File: src/rtl/cpu_pkg.sv
// Shared definitions for the instruction issue stage: opcode/op encodings,
// issue FSM states, reg_sel encodings, decoded-field struct and decode helpers.
package cpu_pkg;

    localparam logic [2:0] OPC_MOV = 3'b110;
    localparam logic [2:0] OPC_ALU = 3'b101;

    localparam logic [1:0] OP_MOV_IMM = 2'b10;
    localparam logic [1:0] OP_MOV_REG = 2'b00;
    localparam logic [1:0] OP_ADD     = 2'b00;
    localparam logic [1:0] OP_CMP     = 2'b01;
    localparam logic [1:0] OP_AND     = 2'b10;
    localparam logic [1:0] OP_MVN     = 2'b11;

    localparam logic [1:0] SEL_RM = 2'b00;
    localparam logic [1:0] SEL_RD = 2'b01;
    localparam logic [1:0] SEL_RN = 2'b10;

    typedef enum logic [1:0] {
        ST_IDLE,
        ST_ISSUE,
        ST_ACK,
        ST_EXEC
    } issue_state_t;

    typedef struct packed {
        logic [2:0]  opcode;
        logic [1:0]  alu_op;
        logic [2:0]  rn;
        logic [2:0]  rd;
        logic [1:0]  shift_op;
        logic [2:0]  rm;
        logic [15:0] sximm8;
        logic [15:0] sximm5;
    } decoded_t;

    function automatic decoded_t decode(input logic [15:0] w);
        decoded_t d;
        d.opcode   = w[15:13];
        d.alu_op   = w[12:11];
        d.rn       = w[10:8];
        d.rd       = w[7:5];
        d.shift_op = w[4:3];
        d.rm       = w[2:0];
        d.sximm8   = {{8{w[7]}}, w[7:0]};
        d.sximm5   = {{11{w[4]}}, w[4:0]};
        return d;
    endfunction

    function automatic logic is_legal(input logic [2:0] opcode, input logic [1:0] op);
        logic ok;
        case (opcode)
            OPC_MOV: ok = (op == OP_MOV_IMM) || (op == OP_MOV_REG);
            OPC_ALU: ok = (op == OP_ADD) || (op == OP_CMP) || (op == OP_AND) || (op == OP_MVN);
            default: ok = 1'b0;
        endcase
        return ok;
    endfunction

endpackage

File: src/rtl/instr_fifo.sv
// Small instruction FIFO with wrap-bit pointers; head is read combinationally
// so decoded fields are available in the same cycle the entry becomes head.
module instr_fifo #(
    parameter int DEPTH = 4,
    parameter int WIDTH = 16
) (
    input  logic             clk,
    input  logic             rst,
    input  logic             in_valid,
    input  logic [WIDTH-1:0] in_data,
    output logic             in_ready,
    input  logic             pop,
    output logic             empty,
    output logic [WIDTH-1:0] head
);

    localparam int AW = $clog2(DEPTH);

    if (DEPTH < 2 || (DEPTH & (DEPTH - 1)) != 0) begin : g_bad_depth
        $error("instr_fifo: DEPTH must be a power of two and at least 2");
    end

    logic [WIDTH-1:0] mem [DEPTH];
    logic [AW:0]      wr_ptr_reg;
    logic [AW:0]      rd_ptr_reg;
    logic             full;
    logic             push;
    logic             do_pop;

    // Same index with differing wrap bits means the writer has lapped the reader.
    assign full     = (wr_ptr_reg[AW] != rd_ptr_reg[AW]) &&
                      (wr_ptr_reg[AW-1:0] == rd_ptr_reg[AW-1:0]);
    assign empty    = (wr_ptr_reg == rd_ptr_reg);
    assign in_ready = !full;
    assign push     = in_valid && !full;
    assign do_pop   = pop && !empty;
    assign head     = mem[rd_ptr_reg[AW-1:0]];

    always_ff @(posedge clk) begin
        if (rst) begin
            wr_ptr_reg <= '0;
            rd_ptr_reg <= '0;
        end else begin
            if (push) begin
                wr_ptr_reg <= wr_ptr_reg + {{AW{1'b0}}, 1'b1};
            end
            if (do_pop) begin
                rd_ptr_reg <= rd_ptr_reg + {{AW{1'b0}}, 1'b1};
            end
        end
    end

    always_ff @(posedge clk) begin
        if (push) begin
            mem[wr_ptr_reg[AW-1:0]] <= in_data;
        end
    end

endmodule

File: src/rtl/instr_issue.sv
// Issue stage: buffers instructions, decodes the head, hands them one at a time
// to the controller. ISSUE_TIMEOUT_EN adds the ACK watchdog with re-issue.
module instr_issue
    import cpu_pkg::*;
#(
    parameter int DEPTH       = 4,
    parameter int ACK_TIMEOUT = 8
) (
    input  logic        clk,
    input  logic        rst,
    input  logic        in_valid,
    input  logic [15:0] in_instr,
    output logic        in_ready,
    output logic        start,
    output logic [2:0]  opcode,
    output logic [1:0]  ALU_op,
    output logic [1:0]  shift_op,
    input  logic        waiting,
    input  logic [1:0]  reg_sel,
    output logic [2:0]  reg_num,
    output logic [15:0] sximm8,
    output logic [15:0] sximm5,
    output logic        illegal,
    output logic [7:0]  retired
);

    if (ACK_TIMEOUT < 2) begin : g_bad_ack_timeout
        $error("instr_issue: ACK_TIMEOUT must be at least 2");
    end

    logic [15:0]  head;
    logic         empty;
    logic         pop;
    logic         drop;
    logic         retire;
    decoded_t     dec;
    issue_state_t state_reg;
    issue_state_t state_next;
    logic         illegal_reg;
    logic [7:0]   retired_reg;

    instr_fifo #(
        .DEPTH (DEPTH),
        .WIDTH (16)
    ) u_fifo (
        .clk      (clk),
        .rst      (rst),
        .in_valid (in_valid),
        .in_data  (in_instr),
        .in_ready (in_ready),
        .pop      (pop),
        .empty    (empty),
        .head     (head)
    );

    assign dec      = decode(head);
    assign opcode   = dec.opcode;
    assign ALU_op   = dec.alu_op;
    assign shift_op = dec.shift_op;
    assign sximm8   = dec.sximm8;
    assign sximm5   = dec.sximm5;
    assign illegal  = illegal_reg;
    assign retired  = retired_reg;

    always_comb begin
        case (reg_sel)
            SEL_RM:  reg_num = dec.rm;
            SEL_RD:  reg_num = dec.rd;
            SEL_RN:  reg_num = dec.rn;
            default: reg_num = 3'd0;
        endcase
    end

`ifdef ISSUE_TIMEOUT_EN
    // Start cycle counts as the first cycle of the window, so ACK itself
    // lasts ACK_TIMEOUT-1 cycles and starts repeat every ACK_TIMEOUT cycles.
    localparam int CW = (ACK_TIMEOUT > 2) ? $clog2(ACK_TIMEOUT) : 1;
    localparam logic [CW-1:0] ACK_LAST = CW'(ACK_TIMEOUT - 2);

    logic [CW-1:0] ack_cnt_reg;
    logic [CW-1:0] ack_cnt_next;
    logic [1:0]    retry_reg;
    logic [1:0]    retry_next;

    always_ff @(posedge clk) begin
        if (rst) begin
            ack_cnt_reg <= '0;
            retry_reg   <= '0;
        end else begin
            ack_cnt_reg <= ack_cnt_next;
            retry_reg   <= retry_next;
        end
    end
`endif

    always_comb begin
        state_next = state_reg;
        pop        = 1'b0;
        drop       = 1'b0;
        retire     = 1'b0;
        start      = 1'b0;
`ifdef ISSUE_TIMEOUT_EN
        ack_cnt_next = ack_cnt_reg;
        retry_next   = retry_reg;
`endif
        case (state_reg)
            ST_IDLE: begin
`ifdef ISSUE_TIMEOUT_EN
                retry_next = 2'd0;
`endif
                if (!empty && waiting) begin
                    if (is_legal(dec.opcode, dec.alu_op)) begin
                        state_next = ST_ISSUE;
                    end else begin
                        pop  = 1'b1;
                        drop = 1'b1;
                    end
                end
            end
            ST_ISSUE: begin
                start      = 1'b1;
                state_next = ST_ACK;
`ifdef ISSUE_TIMEOUT_EN
                ack_cnt_next = '0;
`endif
            end
            ST_ACK: begin
                if (!waiting) begin
                    state_next = ST_EXEC;
                end
`ifdef ISSUE_TIMEOUT_EN
                else if (ack_cnt_reg == ACK_LAST) begin
                    if (retry_reg == 2'd3) begin
                        pop        = 1'b1;
                        drop       = 1'b1;
                        state_next = ST_IDLE;
                    end else begin
                        retry_next = retry_reg + 2'd1;
                        state_next = ST_ISSUE;
                    end
                end else begin
                    ack_cnt_next = ack_cnt_reg + CW'(1);
                end
`endif
            end
            ST_EXEC: begin
                // Controller is back to waiting: its writeback is done this cycle.
                if (waiting) begin
                    pop        = 1'b1;
                    retire     = 1'b1;
                    state_next = ST_IDLE;
                end
            end
            default: state_next = ST_IDLE;
        endcase
    end

    always_ff @(posedge clk) begin
        if (rst) begin
            state_reg   <= ST_IDLE;
            illegal_reg <= 1'b0;
            retired_reg <= 8'd0;
        end else begin
            state_reg <= state_next;
            if (drop) begin
                illegal_reg <= 1'b1;
            end
            if (retire) begin
                retired_reg <= retired_reg + 8'd1;
            end
        end
    end

endmodule

File: config.mk
export PLATFORM = sky130hd
export DESIGN_NAME = instr_issue
export DESIGN_NICKNAME = d
export VERILOG_FILES = /design/src/rtl/cpu_pkg.sv /design/src/rtl/instr_fifo.sv /design/src/rtl/instr_issue.sv
export SDC_FILE = /design/constraint.sdc
export NUM_CORES = 1
export LEC_CHECK = 0
export ABC_AREA = 1
export CAP_MARGIN = 20
export CORE_MARGIN = 2
export CORE_UTILIZATION = 45
export CTS_BUF_LIST = sky130_fd_sc_hd__clkbuf_2
export DETAILED_ROUTE_END_ITERATION = 8
export HOLD_SLACK_MARGIN = 0.02
export PLACE_DENSITY = 0.69
export SYNTH_ARGS = -nofsm -noshare
export SYNTH_HDL_FRONTEND = slang
export SYNTH_SLANG_ARGS = --single-unit
File: constraint.sdc
create_clock -name clk -period 7.1 [get_ports clk]
set_clock_uncertainty 0.1 [all_clocks]
set_input_delay 2.13 -clock clk [delete_from_list [all_inputs] [get_ports clk]]
set_output_delay 2.13 -clock clk [all_outputs]
set_load 0.01 [all_outputs]
==> results.md <==
- Outcome: finished clean
- CP max stage delay: 530 ps
- Tmin final: 5820 ps
- Post-synth cell types: 28
- Ports: 75
- Clk_lat worst skew: 500 ps
- Synth area leaders: edfxtp_1 53%, dfxtp_1 10%, buf_4 5.6%
- DRC Markers: 0
- GR Overflow Total: 0
- DP Wirelength: 4640 microns
- Largest family of logic cells by synthesized area: simple AND/OR/NAND/NOR gates
- Post-synth top area cell: edfxtp_1
- Max-cap violations: 0
- Yosys warns: 0
- Num rows: 32
- Clock buffer depth: 2
- Max reg flops: 64
- First-pass GRT wire length: 11,200 microns
- FF+latch count, synth: 83
- RSZ-0062 raised after global routing: false
- Synthesized-area fraction occupied by adder cells: 3.78%
- Final WS setup: 1280 ps
- Mux contribution to synthesized area: 0.309%
- Die Y: 93.9 microns
- Worst-path cell chain: clkdlybuf4s50_1 > inv_1 > nor2_1 > nand2_1 > nand3_1 > clkdlybuf4s50_1
- Sequential fraction of the synthesis area: 63.3%
- # hold bufs at CTS: 0
- Syn Area/Cell: 10.8 sq um
- Max IR drop VDD: 0.0918 mV
- Initial Util: 46.8%
- Routability cong.: 0.709
- Root Driver: clkbuf_2
- Max Freq: 172 MHz
- Post-synthesis compound-gate area fraction: 8.87%
- Crit Path Max Fanout: 3
- Xor-xnor portion of the synthesized cell area: 1.20%
- Nets@finish: 424
- Setup TNS: 0 ps
- Detail Route Antenna Nets: 0
- Endpoints failing setup: 0
- Crit. End Element: primary output
- Crit path kind: in -> out
- Clock transition at the registers of the reported paths: 200 ps
- All-Layer GR Usage: 16.8%
- PostCTS Resize Cnt: 0
- WL final: 6960 microns
- Initial antenna violation count: 0
- Area of the die: 0.00882 sq mm
- Static leakage: 1.64 nW
- Slew Limit Fails: 0
- ANT cells: 0
- Postcts setup bufs: 0
- Endpoints failing hold: 0
- Req. time, crit path: 4870 ps
- Slowest-stage cell, CP: clkdlybuf4s50_1
- Commonest non-fill, non-tap cell in the layout: clkdlybuf4s50_1
- Syn nets: 369
- Most frequent CP cell: clkdlybuf4s50_1
- Largest net degree at the start of global routing: 34
- Area delta synth->final: 21.2%
- Crit path launch type: input port
- Critical path arrival: 3590 ps
- Pwr/cell area: 245 mW/mm^2
- Slew @ Worst Pin: 909 ps
- Mapped Area: 0.00364 sq mm
- Routed length per instance: 14.0 microns
- Hold crit path type: reg -> reg
- CTS Buf Count: 9
- Synthesized netlist cell count: 336
- 1st-pass router iterations: 4
- Clock Sinks: 83
- Final period utilization: 82.0%
- Vias per inst: 5.01
- TritonCTS clock tree: done
- Vias: 2,493
- Most frequent cells in the layout: 74 x clkdlybuf4s50_1, 64 x edfxtp_1, 45 x nand2_1
- Vias in the first global route: 2,365
- Synth top area share: 52.8%
- Core area: 0.00777 sq mm
- Worst slew margin: 39.4%
- Share of layout cells above drive strength 1: 7.83%
- Initial DRC count: 198
- Port bufs: 74
- Pre-CTS WS: 1300 ps
- H-tree depth: 3
- Die width: 93.9 microns
- Synth Area in Simple Gates: 12.7%
## synth_stat cells, drive strengths merged
library cell and n:
nand3 17, nor3 4, nor3b 1, o22ai 12, o21ai 34, buf 30, xnor2 3, nand3b 1
nand2 47, a21oi 14, mux2 1, dfxtp 19, xor2 2, edfxtp 64, ha 11, nor2 38
clkbuf 5, and3 1, nand4 1, inv 29, clkinv 2
## worst max-delay path, delay by kind of cell
kind / cells / cell delay [ps]
simple gates: 3 / 390
buf+inv: 3 / 1080
## power by group
part / switching, W / internal, W / total (W)
registers: 0.0000116 / 0.000549 / 0.000561
clock network: 0.000150 / 0.0000824 / 0.000233
logic: 0.000150 / 0.000136 / 0.000287
## cells by family after synthesis
group           after synthesis
buf+inv                      66
flops                        83
fa+ha+maj                    11
compound gates               60
xor+xnor                      5
mux                           1
simple gates                110
## path summary, 6_finish.rpt
check / startpoint / end / slack [ps] / depth (start not counted)
max: reg_sel[0] / reg_num[2] / 1280 / 6
min: illegal$_SDFFE_PP0P_ / illegal$_SDFFE_PP0P_ / 370 / 2
max reg2reg: register / u_fifo.rd_ptr_reg[0]$_SDFFE_PP0P_ / 4890 / 9
min reg2reg: illegal$_SDFFE_PP0P_ / illegal$_SDFFE_PP0P_ / 370 / 2
## layer usage
layer	share of wire, %	global-route usage (%)	vias up
met5	0	0	-
met4	0.93	7.37	0
met3	5.1	4.09	6
met2	52	29.6	53
met1	42	19.3	1198
li1	-	-	1236
## through the flow
| stage | hold WS, ps | total power [W] | instances | util, % | instance area, sq um |
|---|---|---|---|---|---|
| 3_3_place_gp | 338 | 0.000855 | 482 | 55.4 | 4300 |
| 5_1_grt | 417 | 0.00114 | 498 | 56.8 | 4410 |
| 4_1_cts | 374 | 0.00109 | 498 | 56.8 | 4410 |
| 6_report | 375 | 0.00108 | 498 | 56.8 | 4410 |
| 2_1_floorplan | 347 | 0.000758 | 336 | - | 3640 |
| 3_5_place_dp | 347 | 0.000862 | 482 | 55.4 | 4300 |
## area by class of cell
class / count / area (sq um)
Sequential cell: 83 / 2300
Tap cell: 102 / 128
Timing Repair Buffer: 79 / 778
Multi-Input combinational cell: 187 / 977
Fill cell: 686 / 3360
Inverter: 31 / 116
Clock buffer: 11 / 55.1
Clock inverter: 5 / 53.8
Power figures use the tool's default switching activity.
